$ cat src/rtl/mem_access_unit.sv
// MEM-stage access sequencer in front of data_mem.
// Splits misaligned accesses and aligns and extends load data.

`ifndef MEM_NONE
`define MEM_NONE 4'h0
`endif
`ifndef MEM_SB
`define MEM_SB 4'h1
`endif
`ifndef MEM_SH
`define MEM_SH 4'h2
`endif
`ifndef MEM_SW
`define MEM_SW 4'h3
`endif

module mem_access_unit #(
    parameter bit SPLIT_MISALIGNED = 1'b1
) (
    input  logic        clk,
    input  logic        rst,
    input  logic [1:0]  EX_mem_op,
    input  logic [1:0]  EX_mem_size,
    input  logic        EX_mem_unsigned,
    input  logic [31:0] EX_mem_addr,
    input  logic [31:0] EX_mem_wdata,
    output logic [3:0]  MEM_mem_cmd,
    output logic [31:0] MEM_mem_addr,
    output logic [31:0] MEM_mem_din,
    input  logic [31:0] DM_mem_dout,
    output logic [31:0] MEM_load_data,
    output logic        MEM_load_valid,
    output logic        MEM_stall,
    output logic        MEM_misaligned
);

    typedef enum logic [1:0] {
        IDLE,
        LD2,
        ST_SEQ
    } state_t;

    state_t      state;
    logic [31:0] base_addr;
    logic [31:0] lo_word;
    logic [31:0] wdata_q;
    logic [1:0]  byte_idx;
    logic [1:0]  size_q;
    logic        unsigned_q;

    function automatic logic [2:0] size_bytes(input logic [1:0] s);
        case (s)
            2'b00:   size_bytes = 3'd1;
            2'b01:   size_bytes = 3'd2;
            2'b10:   size_bytes = 3'd4;
            default: size_bytes = 3'd0;
        endcase
    endfunction

    function automatic logic [31:0] extend(
        input logic [31:0] v,
        input logic [1:0]  s,
        input logic        u
    );
        case (s)
            2'b00:   extend = u ? {24'b0, v[7:0]} : {{24{v[7]}}, v[7:0]};
            2'b01:   extend = u ? {16'b0, v[15:0]} : {{16{v[15]}}, v[15:0]};
            default: extend = v;
        endcase
    endfunction

    function automatic logic [3:0] store_cmd(input logic [1:0] s);
        case (s)
            2'b00:   store_cmd = `MEM_SB;
            2'b01:   store_cmd = `MEM_SH;
            2'b10:   store_cmd = `MEM_SW;
            default: store_cmd = `MEM_NONE;
        endcase
    endfunction

    function automatic logic [7:0] pick_byte(
        input logic [31:0] w,
        input logic [1:0]  i
    );
        case (i)
            2'b00:   pick_byte = w[7:0];
            2'b01:   pick_byte = w[15:8];
            2'b10:   pick_byte = w[23:16];
            default: pick_byte = w[31:24];
        endcase
    endfunction

    // Request decode for the access presented in IDLE
    logic       size_ok;
    logic       is_load;
    logic       is_store;
    logic [1:0] off;
    logic [2:0] nbytes;
    logic       aligned;
    logic       crosses;
    logic       reject;

    assign size_ok  = (EX_mem_size != 2'b11);
    assign is_load  = (EX_mem_op == 2'b01) && size_ok;
    assign is_store = (EX_mem_op == 2'b10) && size_ok;
    assign off      = EX_mem_addr[1:0];
    assign nbytes   = size_bytes(EX_mem_size);
    assign crosses  = ({2'b00, off} + {1'b0, nbytes}) > 4'd4;
    assign reject   = (is_load || is_store) && !aligned && !SPLIT_MISALIGNED;

    // Alignment test: offset must be a multiple of the access size
    always_comb begin
        aligned = 1'b1;
        case (EX_mem_size)
            2'b01:   aligned = ~off[0];
            2'b10:   aligned = (off == 2'b00);
            default: aligned = 1'b1;
        endcase
    end

    // Sequence-side decode from latched request
    logic [2:0]  seq_nbytes;
    logic        seq_last;
    logic [31:0] idle_word;
    logic [31:0] ld2_word;

    assign seq_nbytes = size_bytes(size_q);
    assign seq_last   = ({1'b0, byte_idx} == (seq_nbytes - 3'd1));
    assign idle_word  = DM_mem_dout >> {off, 3'b000};

    // Join the two halves of a word-crossing load at the original offset
    always_comb begin
        ld2_word = lo_word;
        case (base_addr[1:0])
            2'b01:   ld2_word = {DM_mem_dout[7:0], lo_word[31:8]};
            2'b10:   ld2_word = {DM_mem_dout[15:0], lo_word[31:16]};
            2'b11:   ld2_word = {DM_mem_dout[23:0], lo_word[31:24]};
            default: ld2_word = lo_word;
        endcase
    end

    // Drive data_mem and pipeline outputs; everything quiet during reset
    always_comb begin
        MEM_mem_cmd    = `MEM_NONE;
        MEM_mem_addr   = 32'h0;
        MEM_mem_din    = 32'h0;
        MEM_load_data  = 32'h0;
        MEM_load_valid = 1'b0;
        MEM_stall      = 1'b0;
        MEM_misaligned = 1'b0;
        if (!rst) begin
            case (state)
                IDLE: begin
                    MEM_mem_addr = EX_mem_addr;
                    if (reject) begin
                        MEM_misaligned = 1'b1;
                    end else if (is_store && aligned) begin
                        MEM_mem_cmd = store_cmd(EX_mem_size);
                        MEM_mem_din = EX_mem_wdata;
                    end else if (is_store) begin
                        MEM_mem_cmd = `MEM_SB;
                        MEM_mem_din = {24'b0, EX_mem_wdata[7:0]};
                        MEM_stall   = 1'b1;
                    end else if (is_load && !crosses) begin
                        MEM_load_valid = 1'b1;
                        MEM_load_data  = extend(idle_word, EX_mem_size,
                                                EX_mem_unsigned);
                    end else if (is_load) begin
                        MEM_stall = 1'b1;
                    end
                end
                LD2: begin
                    MEM_mem_addr   = base_addr + 32'd4;
                    MEM_load_valid = 1'b1;
                    MEM_load_data  = extend(ld2_word, size_q, unsigned_q);
                end
                ST_SEQ: begin
                    MEM_mem_cmd  = `MEM_SB;
                    MEM_mem_addr = base_addr + {30'b0, byte_idx};
                    MEM_mem_din  = {24'b0, pick_byte(wdata_q, byte_idx)};
                    MEM_stall    = !seq_last;
                end
                default: begin
                    MEM_mem_cmd = `MEM_NONE;
                end
            endcase
        end
    end

    // Sequencer state and request latches, captured when leaving IDLE
    always_ff @(posedge clk or posedge rst) begin
        if (rst) begin
            state      <= IDLE;
            base_addr  <= 32'h0;
            lo_word    <= 32'h0;
            wdata_q    <= 32'h0;
            byte_idx   <= 2'b00;
            size_q     <= 2'b00;
            unsigned_q <= 1'b0;
        end else begin
            case (state)
                IDLE: begin
                    if (SPLIT_MISALIGNED && is_store && !aligned) begin
                        state      <= ST_SEQ;
                        base_addr  <= EX_mem_addr;
                        wdata_q    <= EX_mem_wdata;
                        size_q     <= EX_mem_size;
                        unsigned_q <= EX_mem_unsigned;
                        byte_idx   <= 2'b01;
                    end else if (SPLIT_MISALIGNED && is_load && crosses) begin
                        state      <= LD2;
                        base_addr  <= EX_mem_addr;
                        lo_word    <= DM_mem_dout;
                        wdata_q    <= EX_mem_wdata;
                        size_q     <= EX_mem_size;
                        unsigned_q <= EX_mem_unsigned;
                    end
                end
                LD2: begin
                    state <= IDLE;
                end
                ST_SEQ: begin
                    if (seq_last) begin
                        state    <= IDLE;
                        byte_idx <= 2'b00;
                    end else begin
                        byte_idx <= byte_idx + 2'b01;
                    end
                end
                default: begin
                    state <= IDLE;
                end
            endcase
        end
    end

endmodule

$ cat config.mk
export PLATFORM = sky130hd
export DESIGN_NAME = mem_access_unit
export DESIGN_NICKNAME = d
export VERILOG_FILES = /design/src/rtl/mem_access_unit.sv
export SDC_FILE = /design/constraint.sdc
export NUM_CORES = 1
export LEC_CHECK = 0
export ABC_AREA = 1
export BUFFER_PORTS_ARGS = -buffer_cell sky130_fd_sc_hd__buf_2
export CAP_MARGIN = 20
export CORE_UTILIZATION = 26
export DETAILED_ROUTE_END_ITERATION = 8
export GPL_TIMING_DRIVEN = 0
export PLACE_DENSITY = 0.42
export SYNTH_ARGS = -nofsm -noshare
export SYNTH_HDL_FRONTEND = slang
export SYNTH_SLANG_ARGS = --single-unit
$ cat constraint.sdc
create_clock -name clk -period 6.3 [get_ports clk]
set_input_delay 1.26 -clock clk [delete_from_list [all_inputs] [get_ports clk]]
set_output_delay 1.26 -clock clk [all_outputs]
set_load 0.1 [all_outputs]
# Word-level counts from Yosys, hierarchy flattened
# Index checks and enable logic that the tools add are counted.
[classes] n_addsub=5 multipliers=0 n_div=0 magnitude_cmp=1 eq_ne=18 n_shift=1 n_mux=53 n_bitwise=2 reduce_logical=20
[op_table] op="32-bit 2-to-1 mux" count=15
[op_table] op="32-bit case mux with 2 select lines" count=4
[op_table] op="32-bit case mux with 3 select lines" count=2
[op_table] op="32-bit by 2-bit adder with 32-bit output" count=1
[op_table] op="32-bit by 3-bit adder with 32-bit output, second input constant" count=1
[op_table] op="32-bit by 5-bit right shift with 32-bit output" count=1
[op_table] op="8-bit case mux with 3 select lines" count=1
[op_table] op="3-bit case mux with 3 select lines" count=2
[op_table] op="2-bit equality test, second input constant" count=7
[op_table] op="2-bit 2-to-1 mux" count=7
[op_table] op="2-bit by 1-bit equality test with 1-bit output, second input constant" count=6
[op_table] op="1-bit 2-to-1 mux" count=12
[op_table] op="2-bit zero test" count=5
[op_table] op="4-bit 2-to-1 mux" count=2
[op_table] op="8-bit 2-to-1 mux" count=1
[op_table] op="2-bit case mux with 2 select lines" count=2
[op_table] op="4-bit case mux with 2 select lines" count=1
[op_table] op="1-bit logical AND" count=6
[op_table] op="2-bit != test, second input constant" count=3
[op_table] op="1-bit case mux with 2 select lines" count=3
[op_table] op="2-bit case mux with 3 select lines" count=1
[op_table] op="2-bit AND reduction" count=3
[op_table] op="2-bit by 3-bit adder with 4-bit output" count=1
[op_table] op="4-bit by 3-bit > comparator with 1-bit output, second input constant" count=1
[op_table] op="8 further kinds" count=12
[word_totals] reg_bits=103 latch_bits=0 mem_bits_rw=0 mem_bits_ro=0 input_bits=103 output_inout_bits=103 wordCells=107 mem_count=0

# Longest topological paths before layout
[depth] word_depth=11 ltp_mapped=15 ltp_nobuf=13

# Least setup slack after synthesis
# Ideal clock, no wire load.
[synth_path] path_type="input port to output port" start="in EX_mem_size[0]" end="out MEM_load_data[29]" arrival_time_ns=4.556 required_ns=5.040 setup_slack_ns=0.484 path_stages=11 n_path_buf=1 cell_sequence="inv_1 ha_1 ha_1 fa_1 or2_2 nand2_1 nand4_1 clkbuf_1 nor2_1 nand2_1 a21oi_1"
[synth_via] elab_chain_cells=11 word_cells_on_any_way=19 classes_between="1 x add/sub; 1 x order compare; 3 x eq/ne; 8 x mux; 6 x reduce/logical"
[synth_lines] element="start: declaration" line="23" text="input logic [1:0] EX_mem_size,"
[synth_lines] element="2-bit equality test (tied with other cells)" line="52, 114"
[synth_lines] element="3-bit case mux with 3 select lines" line="52" text="case (s)"
[synth_lines] element="2-bit by 3-bit adder with 4-bit output" line="108" text="assign crosses = ({2'b00, off} + {1'b0, nbytes}) > 4'd4;"
[synth_lines] element="4-bit by 3-bit > comparator with 1-bit output" line="108"
[synth_lines] element="1-bit zero test" line="164" text="end else if (is_load && !crosses) begin"
[synth_lines] element="1-bit logical AND" line="164"
[synth_lines] element="32-bit 2-to-1 mux" line="164"
[synth_lines] element="32-bit 2-to-1 mux" line="160" text="end else if (is_store) begin"
[synth_lines] element="32-bit 2-to-1 mux (*)" line="157" text="end else if (is_store && aligned) begin"
[synth_lines] element="32-bit case mux with 2 select lines (*)" line="152" text="case (state)"
[synth_lines] element="32-bit 2-to-1 mux (*)" line="151" text="if (!rst) begin"
[synth_lines] element="end: declaration" line="31" text="output logic [31:0] MEM_load_data,"
# Mark *: on every way between the ends. The rest lies on a longest branch, timed or not.

# Final worst setup path
[layout_path] start="in EX_mem_size[0]" end="out MEM_load_data[23]"
# Same word-level chain as after synthesis.

==> flow_summary_export.csv <==
group,metric,value,unit
timing,finalCritPeriodShare,90.9,%
yosys,yosys.area.top_type_share,29.3,%
cts,clk_latency,370,ps
route,m1WireLength,19900,microns
floorplanning,num_rows,66,
final_layout,n_antenna_cell,0,
min_path,hold_path.class,"flip-flop to flip-flop",
setup_path,start_kind,"primary input",
global_routing,antenna_found_initial,2,
timing,rsz0062_at_grt,"false",
route,dr.pass1.iters,6,
yosys,ys_ff_latch,103,
timing,max_freq,0.175,GHz
setup_path,reg2reg_depth,6,
route,vias_per_cell,4.97,
setup_path,cp.arrival,4470,ps
floorplanning,die_w,186,microns
final_layout,multi_input_area,5300,sq um
setup_path,cp.depth,13,
route,wl_per_cell,19.6,microns
cts,cts_tree,"built",
yosys,ys_seq_area_share,29.3,%
setup_path,endpoint_kind,"output pin",
cts,cts_hold_buf,0,
final_layout,nets,1823,
placed_design,place.gp.congestion,0.906,
run_status,status,"finished clean",
route,final_antenna_net_count,0,
timing,worstMarginPinSlew,807,ps
yosys,synth-edff-count,0,
global_routing,grt_usage,24.7,%
yosys,synthTopCellsByArea,"dfrtp_1 (29%), nand2_1 (23%), o21ai_0 (7.0%), nor2_1 (6.5%), a21oi_1 (6.3%)",
setup_path,crit_start,"EX_mem_size[0]",
setup_path,crit_required,5040,ps
setup_path,rr_startpoint,"state[0]$_DFFE_PP0P_",
yosys,synthArstFlopShare,100,%
placed_design,portBuffers,202,
timing,hold_viol_final,0,
final_layout,mostFrequentLayoutCells,"nand2_1 (549), buf_2 (230), nor2_1 (152)",
timing,slew_violations,0,
yosys,avgSynthCellArea,5.91,sq um
yosys,synth_flop_cell,"dfrtp_1",
setup_path,crit_fanout,10,
final_layout,syn2layout_area_growth,21.7,%
route,vias,10680,
route,drt_iter0_drc,911,
cts,cts.clk_slew.worst_paths,80,ps
route,route.met3.wl,2900,microns
cts,clockBufferDepth,2,
setup_path,reg2reg_to,"lo_word[0]$_DFFE_PP0P_",
pwr,power,4400,uW
floorplanning,die-area,34500,sq um
floorplanning,initial_core_util,26.7,%
final_layout,final_common_cell,"nand2_1",
global_routing,grt_pass1_vias,10126,
setup_path,critical_path_buf_inv_count,4,
timing,postLayoutSetupSlackWorst,571,ps
setup_path,worstPathCellList,"buf_2, inv_1, ha_1, ha_1, fa_1, or2_2, nand2_1, nand4_1, clkbuf_1, nor2_1, nand2_1, a21oi_1, buf_2",
cts,cts_resized,0,
final_layout,seq_area,2580,sq um
floorplanning,die_h,186,microns
timing,fin_skew,13.6,ps
cts,root_buffer,"clkbuf_16",
timing,period_minus_slack,5730,ps
pwr,ir_worst_vdd,158,uV
flow_run,cap_violations,0,
setup_path,path_delay_family,"buffers and inverters",
global_routing,grt_max_degree,67,
placed_design,dp_hpwl,33100,microns
route,wl_met2,18200,microns
setup_path,cp_slowest_cell,"buf_2",
setup_path,slowest_delay,500,ps
final_layout,n_fill_cell,3827,
setup_path,path_class,"primary input to output pin",
setup_path,rrSetupSlack,4400,ps
final_layout,drive_gt1_share,16.1,%
global_routing,grt_pass1_wl,62700,microns
pwr,cellPowerDensity,412,nW/um^2
timing,setup_tns,0,ps
timing,setup_viol,0,
placed_design,dp_slack,635,ps
timing,relSlewSlack,46.2,%
route,routed_wl,42100,microns
cts,postCtsSetupBuffers,0,
yosys,synth_area,8780,sq um
setup_path,critPathCapture,"MEM_load_data[23]",
yosys,netlist_instances,1486,
pwr,leakage,0.00538,uW
cts,h-tree-depth,3,
cts,clkSinkCount,103,
yosys,ys_types,40,
route,top_layer_used,"met5",
route,drc_errors,0,
yosys,synth.largest_area_cell,"dfrtp_1",
floorplanning,io_pins,206,
floorplanning,core_area,32900,sq um
yosys,yosys_warnings,0,
global_routing,overflow,0,
cts,cts_buffers,9,
per-stage QoR:
stage	instance area (sq um)	instances	hold WS [ps]	utilization, %
CTS	10700	2148	499	32.5
global placement	10400	2132	473	31.5
global route	10700	2148	512	32.5
finish	10700	2148	497	32.5
detailed placement	10400	2133	480	31.6
floorplan	8790	1488	442	-
worst min-delay path by stage:
stage	from	end	slack [ps]	cells after the start
final	lo_word[5]$_DFFE_PP0P_	lo_word[5]$_DFFE_PP0P_	500	1
after global routing	wdata_q[7]$_DFFE_PP0P_	wdata_q[7]$_DFFE_PP0P_	510	2
after global placement	wdata_q[7]$_DFFE_PP0P_	wdata_q[7]$_DFFE_PP0P_	470	2
after CTS	lo_word[5]$_DFFE_PP0P_	lo_word[5]$_DFFE_PP0P_	500	1
after floorplan	wdata_q[24]$_DFFE_PP0P_	wdata_q[24]$_DFFE_PP0P_	440	2
after detailed placement	wdata_q[3]$_DFFE_PP0P_	wdata_q[3]$_DFFE_PP0P_	480	2
routing by layer:
layer | GRT usage, % | up-vias
met2 | 38.0 | 408
met1 | 34.6 | 5007
met3 | 4.30 | 57
met5 | 0 | -
li1 | - | 5204
met4 | 8.03 | 4
layout make-up:
cell class,instances,area share (%)
Clock inverter,4,0.515
Sequential cell,103,24.1
Inverter,147,5.19
Clock buffer,11,2.27
Tap cell,442,5.18
Buffer,75,3.42
Timing Repair Buffer,203,9.72
Multi-Input combinational cell,1163,49.6
registers in the layout (all words and copies together), names as in the netlist:
signal and cells:
base_addr 32, byte_idx 2, lo_word 32, size_q 2
state 2, unsigned_q 1, wdata_q 32
report_power, final:
group	switching [uW]	internal [uW]	total [uW]
combinational	1910	642	2560
clock	293	320	613
sequential	269	965	1230
cell families after synthesis:
kind of cell / Yosys count / synth area share (%)
and+or+nand+nor: 826 / 37.7
AOI/OAI and AO/OA: 313 / 19.5
buffers and inverters: 222 / 10.4
DFF: 103 / 29.3
adders and majority gates: 18 / 2.74
xor gates and xnor gates: 3 / 0.299
other: 1 / 0.0427
synthesized netlist by cell type, types with 4 or more instances:
cell,instances
o211ai_1,17
nand3_1,99
inv_1,137
ha_1,16
a31oi_1,6
o21ai_0,123
a21oi_1,111
nand2_1,549
inv_2,6
nor2_1,152
o221ai_1,11
buf_6,4
dfrtp_1,103
buf_2,29
buf_1,4
o21a_1,6
clkbuf_1,35
o22ai_1,11
nor3_1,6
a22oi_1,4
nor2_2,5
o21ai_1,18
(Power assumes the default switching activity.)
